**config.mk**
```make
export PLATFORM = sky130hd
export DESIGN_NAME = dot_vec_feeder
export DESIGN_NICKNAME = d
export VERILOG_FILES = /design/src/rtl/dot_vec_feeder.sv
export SDC_FILE = /design/constraint.sdc
export NUM_CORES = 1
export LEC_CHECK = 0
export BUFFER_PORTS_ARGS = -buffer_cell sky130_fd_sc_hd__buf_2
export CAP_MARGIN = 25
export CORE_UTILIZATION = 35
export CTS_BUF_LIST = sky130_fd_sc_hd__clkbuf_8
export DETAILED_ROUTE_END_ITERATION = 10
export GPL_TIMING_DRIVEN = 0
export SYNTH_ARGS = -nofsm -noshare
export SYNTH_HDL_FRONTEND = slang
export SYNTH_SLANG_ARGS = --single-unit
```
**constraint.sdc**
```tcl
create_clock -name clk -period 11.85 [get_ports clk]
set_clock_uncertainty 0.05 [all_clocks]
set_input_delay 2.37 -clock clk [delete_from_list [all_inputs] [get_ports clk]]
set_output_delay 2.37 -clock clk [all_outputs]
set_load 0.03 [all_outputs]
```
**src/rtl/dot_vec_feeder.sv**
```systemverilog
// Operand feeder and on-chip checker for the streaming dot-product unit.
// Streams (A[i], B[i]) pairs over valid/ready, then compares the returned result to a golden sum.

module dot_vec_feeder_elem #(
  parameter int W = 8
) (
  input  logic         clk,
  input  logic         reset,
  input  logic         i_we_a,
  input  logic         i_we_b,
  input  logic [W-1:0] i_data,
  output logic [W-1:0] o_a,
  output logic [W-1:0] o_b
);
  logic [W-1:0] r_a, r_b;

  always_ff @(posedge clk or negedge reset) begin
    if (!reset) begin
      r_a <= '0;
      r_b <= '0;
    end else begin
      if (i_we_a) r_a <= i_data;
      if (i_we_b) r_b <= i_data;
    end
  end

  assign o_a = r_a;
  assign o_b = r_b;
endmodule

module dot_vec_feeder #(
  parameter int S  = 9,
  parameter int W  = 8,
  parameter int RW = 16,
  localparam int IW = (S > 1) ? $clog2(S) : 1
) (
  input  logic          clk,
  input  logic          reset,
  input  logic          wr_en,
  input  logic          wr_sel,
  input  logic [IW-1:0] wr_addr,
  input  logic [W-1:0]  wr_data,
  input  logic          start,
  input  logic          clear,
  output logic          out_valid,
  input  logic          out_ready,
  output logic [W-1:0]  a_out,
  output logic [W-1:0]  b_out,
  output logic          last,
  input  logic          res_valid,
  input  logic [RW-1:0] res_in,
  output logic          busy,
  output logic          done,
  output logic [RW-1:0] result,
  output logic          match
);
  typedef enum logic [1:0] {IDLE, STREAM, WAIT_RES, DONE} state_t;

  state_t              r_state, w_nxt_state;
  logic [IW-1:0]       r_idx, w_nxt_idx;
  logic [RW-1:0]       r_golden, w_nxt_golden;
  logic [RW-1:0]       r_result;
  logic                r_match;

  logic [S-1:0][W-1:0] w_mem_a, w_mem_b;
  logic [IW-1:0]       w_rd_idx;
  logic [W-1:0]        w_a_rd, w_b_rd;
  logic [RW-1:0]       w_prod;
  logic                w_idle_like, w_wr_ok, w_last, w_cap;

  assign w_idle_like = (r_state == IDLE) || (r_state == DONE);
  assign w_wr_ok     = wr_en && w_idle_like && !clear;
  assign w_last      = (r_state == STREAM) && (r_idx == IW'(S-1));
  assign w_cap       = (r_state == WAIT_RES) && res_valid && !clear;

  // Addresses >= S match no element, so out-of-range writes drop naturally.
  for (genvar i = 0; i < S; i++) begin : g_elem
    dot_vec_feeder_elem #(.W(W)) u_elem (
      .clk    (clk),
      .reset  (reset),
      .i_we_a (w_wr_ok && !wr_sel && (wr_addr == IW'(i))),
      .i_we_b (w_wr_ok &&  wr_sel && (wr_addr == IW'(i))),
      .i_data (wr_data),
      .o_a    (w_mem_a[i]),
      .o_b    (w_mem_b[i])
    );
  end

  assign w_rd_idx = (r_state == STREAM) ? r_idx : '0;
  assign w_a_rd   = w_mem_a[w_rd_idx];
  assign w_b_rd   = w_mem_b[w_rd_idx];
  // Product only needed mod 2^RW, so multiply at RW bits.
  assign w_prod   = RW'(w_a_rd) * RW'(w_b_rd);

  always_comb begin
    w_nxt_state  = r_state;
    w_nxt_idx    = r_idx;
    w_nxt_golden = r_golden;
    if (clear) begin
      w_nxt_state  = IDLE;
      w_nxt_idx    = '0;
      w_nxt_golden = '0;
    end else begin
      case (r_state)
        IDLE, DONE: begin
          if (start) begin
            w_nxt_state  = STREAM;
            w_nxt_idx    = '0;
            w_nxt_golden = '0;
          end
        end
        STREAM: begin
          if (out_ready) begin
            w_nxt_golden = r_golden + w_prod;
            if (w_last) begin
              w_nxt_idx   = '0;
              w_nxt_state = WAIT_RES;
            end else begin
              w_nxt_idx = r_idx + 1'b1;
            end
          end
        end
        WAIT_RES: begin
          if (res_valid) w_nxt_state = DONE;
        end
        default: w_nxt_state = IDLE;
      endcase
    end
  end

  always_ff @(posedge clk or negedge reset) begin
    if (!reset) begin
      r_state  <= IDLE;
      r_idx    <= '0;
      r_golden <= '0;
      r_result <= '0;
      r_match  <= 1'b0;
    end else begin
      r_state  <= w_nxt_state;
      r_idx    <= w_nxt_idx;
      r_golden <= w_nxt_golden;
      if (w_cap) begin
        r_result <= res_in;
        r_match  <= (res_in == r_golden);
      end
    end
  end

  assign out_valid = (r_state == STREAM);
  assign last      = w_last;
  assign a_out     = w_a_rd;
  assign b_out     = w_b_rd;
  assign busy      = (r_state == STREAM) || (r_state == WAIT_RES);
  assign done      = w_cap;
  assign result    = r_result;
  assign match     = r_match;
endmodule
```
==> reports/results.txt <==
Dominant cells by area after synthesis: dfrtp_1 (41%), mux2_2 (15%), fa_1 (8.9%), ha_1 (4.5%), inv_1 (4.0%)
Top_reg_cell synth: dfrtp_1
Die Area: 32700 um2
DR pass1 iterations: 5
Peak Freq: 0.152 GHz
TritonCTS clock tree: built
Ys async rst share: 1.00
Initial DRC count: 387
HPWL Detailed: 20.9 mm
PostCTS Resize Cnt: 0
Final wirelength: 28.1 mm
Placer Congestion: 0.849
Hold Fails Final Rpt: 0
Synth Area per Inst: 11.2 um2
H-tree Lvls: 4
Synth Instances: 1003
First-pass GRT wire length: 45.2 mm
Crit path buf inv count: 8
Final nets: 1220
CP peak stage delay: 0.55 ns
I/O Pins: 73
Critical Path AT: 6.89 ns
Min Tclk post-route: 6.57 ns
Via count: 7756
Combinational power share: 0.415
Most numerous cell in the Yosys netlist: dfrtp_1
Vias in the first global route: 8096
Cell taking the most area after synthesis: dfrtp_1
Routed Antenna Nets: 0
Dpl ws: 5.25 ns
Congestion Overflow GR: 0
CP Capture Type: flop
Critical-path cell list: inv_1 -> ha_1 -> buf_2 -> and2_1 -> clkbuf_1 -> buf_2 -> o21ai_0 -> a32oi_2 -> nor2_1 -> fa_1 -> inv_1 -> fa_1 -> inv_1 -> fa_1 -> inv_1 -> fa_1 -> inv_1 -> ha_1 -> a21o_1 -> a31oi_1 -> a211oi_1 -> or4_1 -> a32o_1
Tot GR Track Use: 0.180
CP delay by family, top: adder cells
CP Data Required Time: 12.17 ns
Clk slew on worst S/H paths: 0.10 ns
Setup slack after layout: 5.28 ns
Post-CTS Setup Bufs: 0
Worst VDD drop: 72.0 uV
R2r setup slk: 5.28 ns
Critical path class: reg -> reg
Worst r2r src: r_state[1]$_DFFE_PN0P_
Max-Cap Viols: 0
Fin. max-slew vios: 0
Share of cells above drive strength 1: 0.290
Starting Density: 0.355
Yosys Warn Count: 0
Sequential power share: 0.376
Worst hold path type: reg -> reg
Unrepaired setup endpoints after global routing: no
Slew Limit Headroom: 0.490
Drc violations: 0
CTS buffer count: 17
List of most frequent post-synthesis cells: dfrtp_1 (183), mux2_2 (153), inv_1 (120)
Port bufs: 71
Clock sinks: 183
Clock Tree Buf Depth: 2
Hold_buf cts: 0
Status: finished clean
Leak: 0.00629 uW
Sw frac: 0.407
Clk Latency, worst-skew pair: 0.49 ns
Worst-Margin Slew: 0.762 ns
Flops & latches, synth: 183
Largest net degree at the start of global routing: 97
Synthesized Nets: 1129
Critical path's slowest cell: fa_1
Critical path depth: 23
Die Span X: 181 um
Fin crit share: 0.554
P per Cell Area: 178 nW/um2
CP Launch Point: r_state[1]$_DFFE_PN0P_
Clock power share: 0.209
EDFF count, synth: 0
Most used cell, CP: inv_1
P&R area growth vs syn: 11.9%
RR Endpoint: r_golden[14]$_DFFE_PN0P_
Psw: 911 uW
Placeable Area: 31600 um2
Setup TNS: 0 ns
Final setup fails: 0
Routed WL per cell: 18.6 um
Critical Path Sink: r_golden[14]$_DFFE_PN0P_
Root buf cell: clkbuf_8
Antenna cell count: 0
Worst r2r path cells: 23
Internal power: 1330 uW
Post-Syn Area: 11200 um2
Register area share after synthesis: 0.409
Share of the synthesized area in the top cell type: 0.409
Initial antenna violation count: 0
Vias/cell: 5.14
Die Height: 181 um
Synth cell types: 65
Row count: 65
Worst Path Max Fanout: 10
Crit path launch type: flop
## power by group through the flow
stage / registers [uW] / clock network (uW) / logic (uW)
floorplan: 890 / 0 / 614
global placement: 846 / 0 / 916
detailed placement: 854 / 0 / 931
CTS: 841 / 480 / 935
global route: 859 / 504 / 1020
finish: 841 / 468 / 930
## worst reg2reg max path, cell delays in order, from the launching register on
cell	delay, ns
dfrtp_1	0.41
inv_1	0.09
ha_1	0.16
buf_2	0.20
and2_1	0.15
clkbuf_1	0.28
buf_2	0.31
o21ai_0	0.20
a32oi_2	0.53
nor2_1	0.14
fa_1	0.55
inv_1	0.06
fa_1	0.52
inv_1	0.05
fa_1	0.49
inv_1	0.05
fa_1	0.47
inv_1	0.04
ha_1	0.34
a21o_1	0.20
a31oi_1	0.28
a211oi_1	0.16
or4_1	0.48
a32o_1	0.26
## cell usage in the layout, fill, tap and decap left out, types with 5 or more instances in the layout
| cell type | synthesis | routed |
|---|---|---|
| o22a_1 | 9 | 9 |
| o32ai_1 | 5 | 5 |
| clkbuf_1 | 19 | 19 |
| a32oi_2 | 6 | 6 |
| nor2_2 | 6 | 6 |
| xnor2_1 | 5 | 5 |
| a32o_1 | 5 | 5 |
| o22ai_1 | 7 | 7 |
| dfrtp_1 | 183 | 183 |
| ha_1 | 40 | 40 |
| inv_1 | 120 | 120 |
| mux4_1 | 8 | 8 |
| nor2_1 | 57 | 57 |
| nand2_1 | 94 | 94 |
| xor2_1 | 18 | 18 |
| o21ai_0 | 32 | 32 |
| fa_1 | 50 | 50 |
| nand2b_1 | 15 | 15 |
| a22o_1 | 5 | 5 |
| nor2b_1 | 11 | 11 |
| mux2i_1 | 9 | 9 |
| nand4_1 | 6 | 6 |
| a21oi_1 | 33 | 33 |
| nand3_1 | 5 | 5 |
| clkbuf_8 | 0 | 17 |
| or3_1 | 5 | 5 |
| mux2_2 | 153 | 153 |
| a31o_2 | 8 | 8 |
| buf_2 | 18 | 88 |
## stage by stage
stage                     hold WS [ns]   util  std cells  power, uW  cell area, um2
final                            0.427  0.398       1509       2240           12500
after global routing             0.457  0.398       1509       2380           12500
after CTS                        0.431  0.398       1509       2260           12500
after detailed placement         0.407  0.384       1477       1790           12100
after global placement           0.402  0.382       1476       1760           12100
after floorplan                  0.420      -       1003       1500           11200
## per-layer routing
metal  wire length [um]  vias up  global-route usage
met5                  0        -                   0
met1              13300     3981               0.243
met3               1020       24              0.0306
met2              13300      159               0.298
li1                   -     3592                   -
met4                460        0              0.0508
## how the worst min path moves through the flow
stage                                        startpoint                             endpoint  cells past startpoint
floorplan           g_elem[5].u_elem.o_a[2]$_DFFE_PN0P_  g_elem[5].u_elem.o_a[2]$_DFFE_PN0P_                      1
global placement                  result[2]$_DFFE_PN0P_                result[2]$_DFFE_PN0P_                      2
detailed placement                result[3]$_DFFE_PN0P_                result[3]$_DFFE_PN0P_                      2
CTS                               result[3]$_DFFE_PN0P_                result[3]$_DFFE_PN0P_                      2
global route                     result[15]$_DFFE_PN0P_               result[15]$_DFFE_PN0P_                      2
finish                           result[15]$_DFFE_PN0P_               result[15]$_DFFE_PN0P_                      2
## logic make-up (layout without fill, tap and decap cells)
kind of cell	after synthesis	in the layout	share of synthesized area
buffers and inverters	166	270	0.0617
AO/OA/AOI/OAI	139	139	0.0918
multiplexers	176	176	0.190
XOR/XNOR	23	23	0.0180
AND/OR/NAND/NOR	226	226	0.0964
adder cells (fa/ha/maj)	90	90	0.134
flip-flops	183	183	0.409
## flip-flops by register name (all words and copies together) (netlist names)
name and flops:
g_elem.u_elem.o_a 72, g_elem.u_elem.o_b 72, match 1, r_golden 16
r_idx 4, r_state 2, result 16
## final cells by class
class | count | area [um2]
fillers | 3105 | 19000
repair buffers | 72 | 393
multi-input cells | 654 | 5940
clock buffers | 17 | 234
inverters | 124 | 465
clock inverters | 15 | 209
flip-flops and latches | 183 | 4580
plain buffers | 42 | 226
well taps | 402 | 503
No activity file was read; power rests on OpenSTA's default activity.
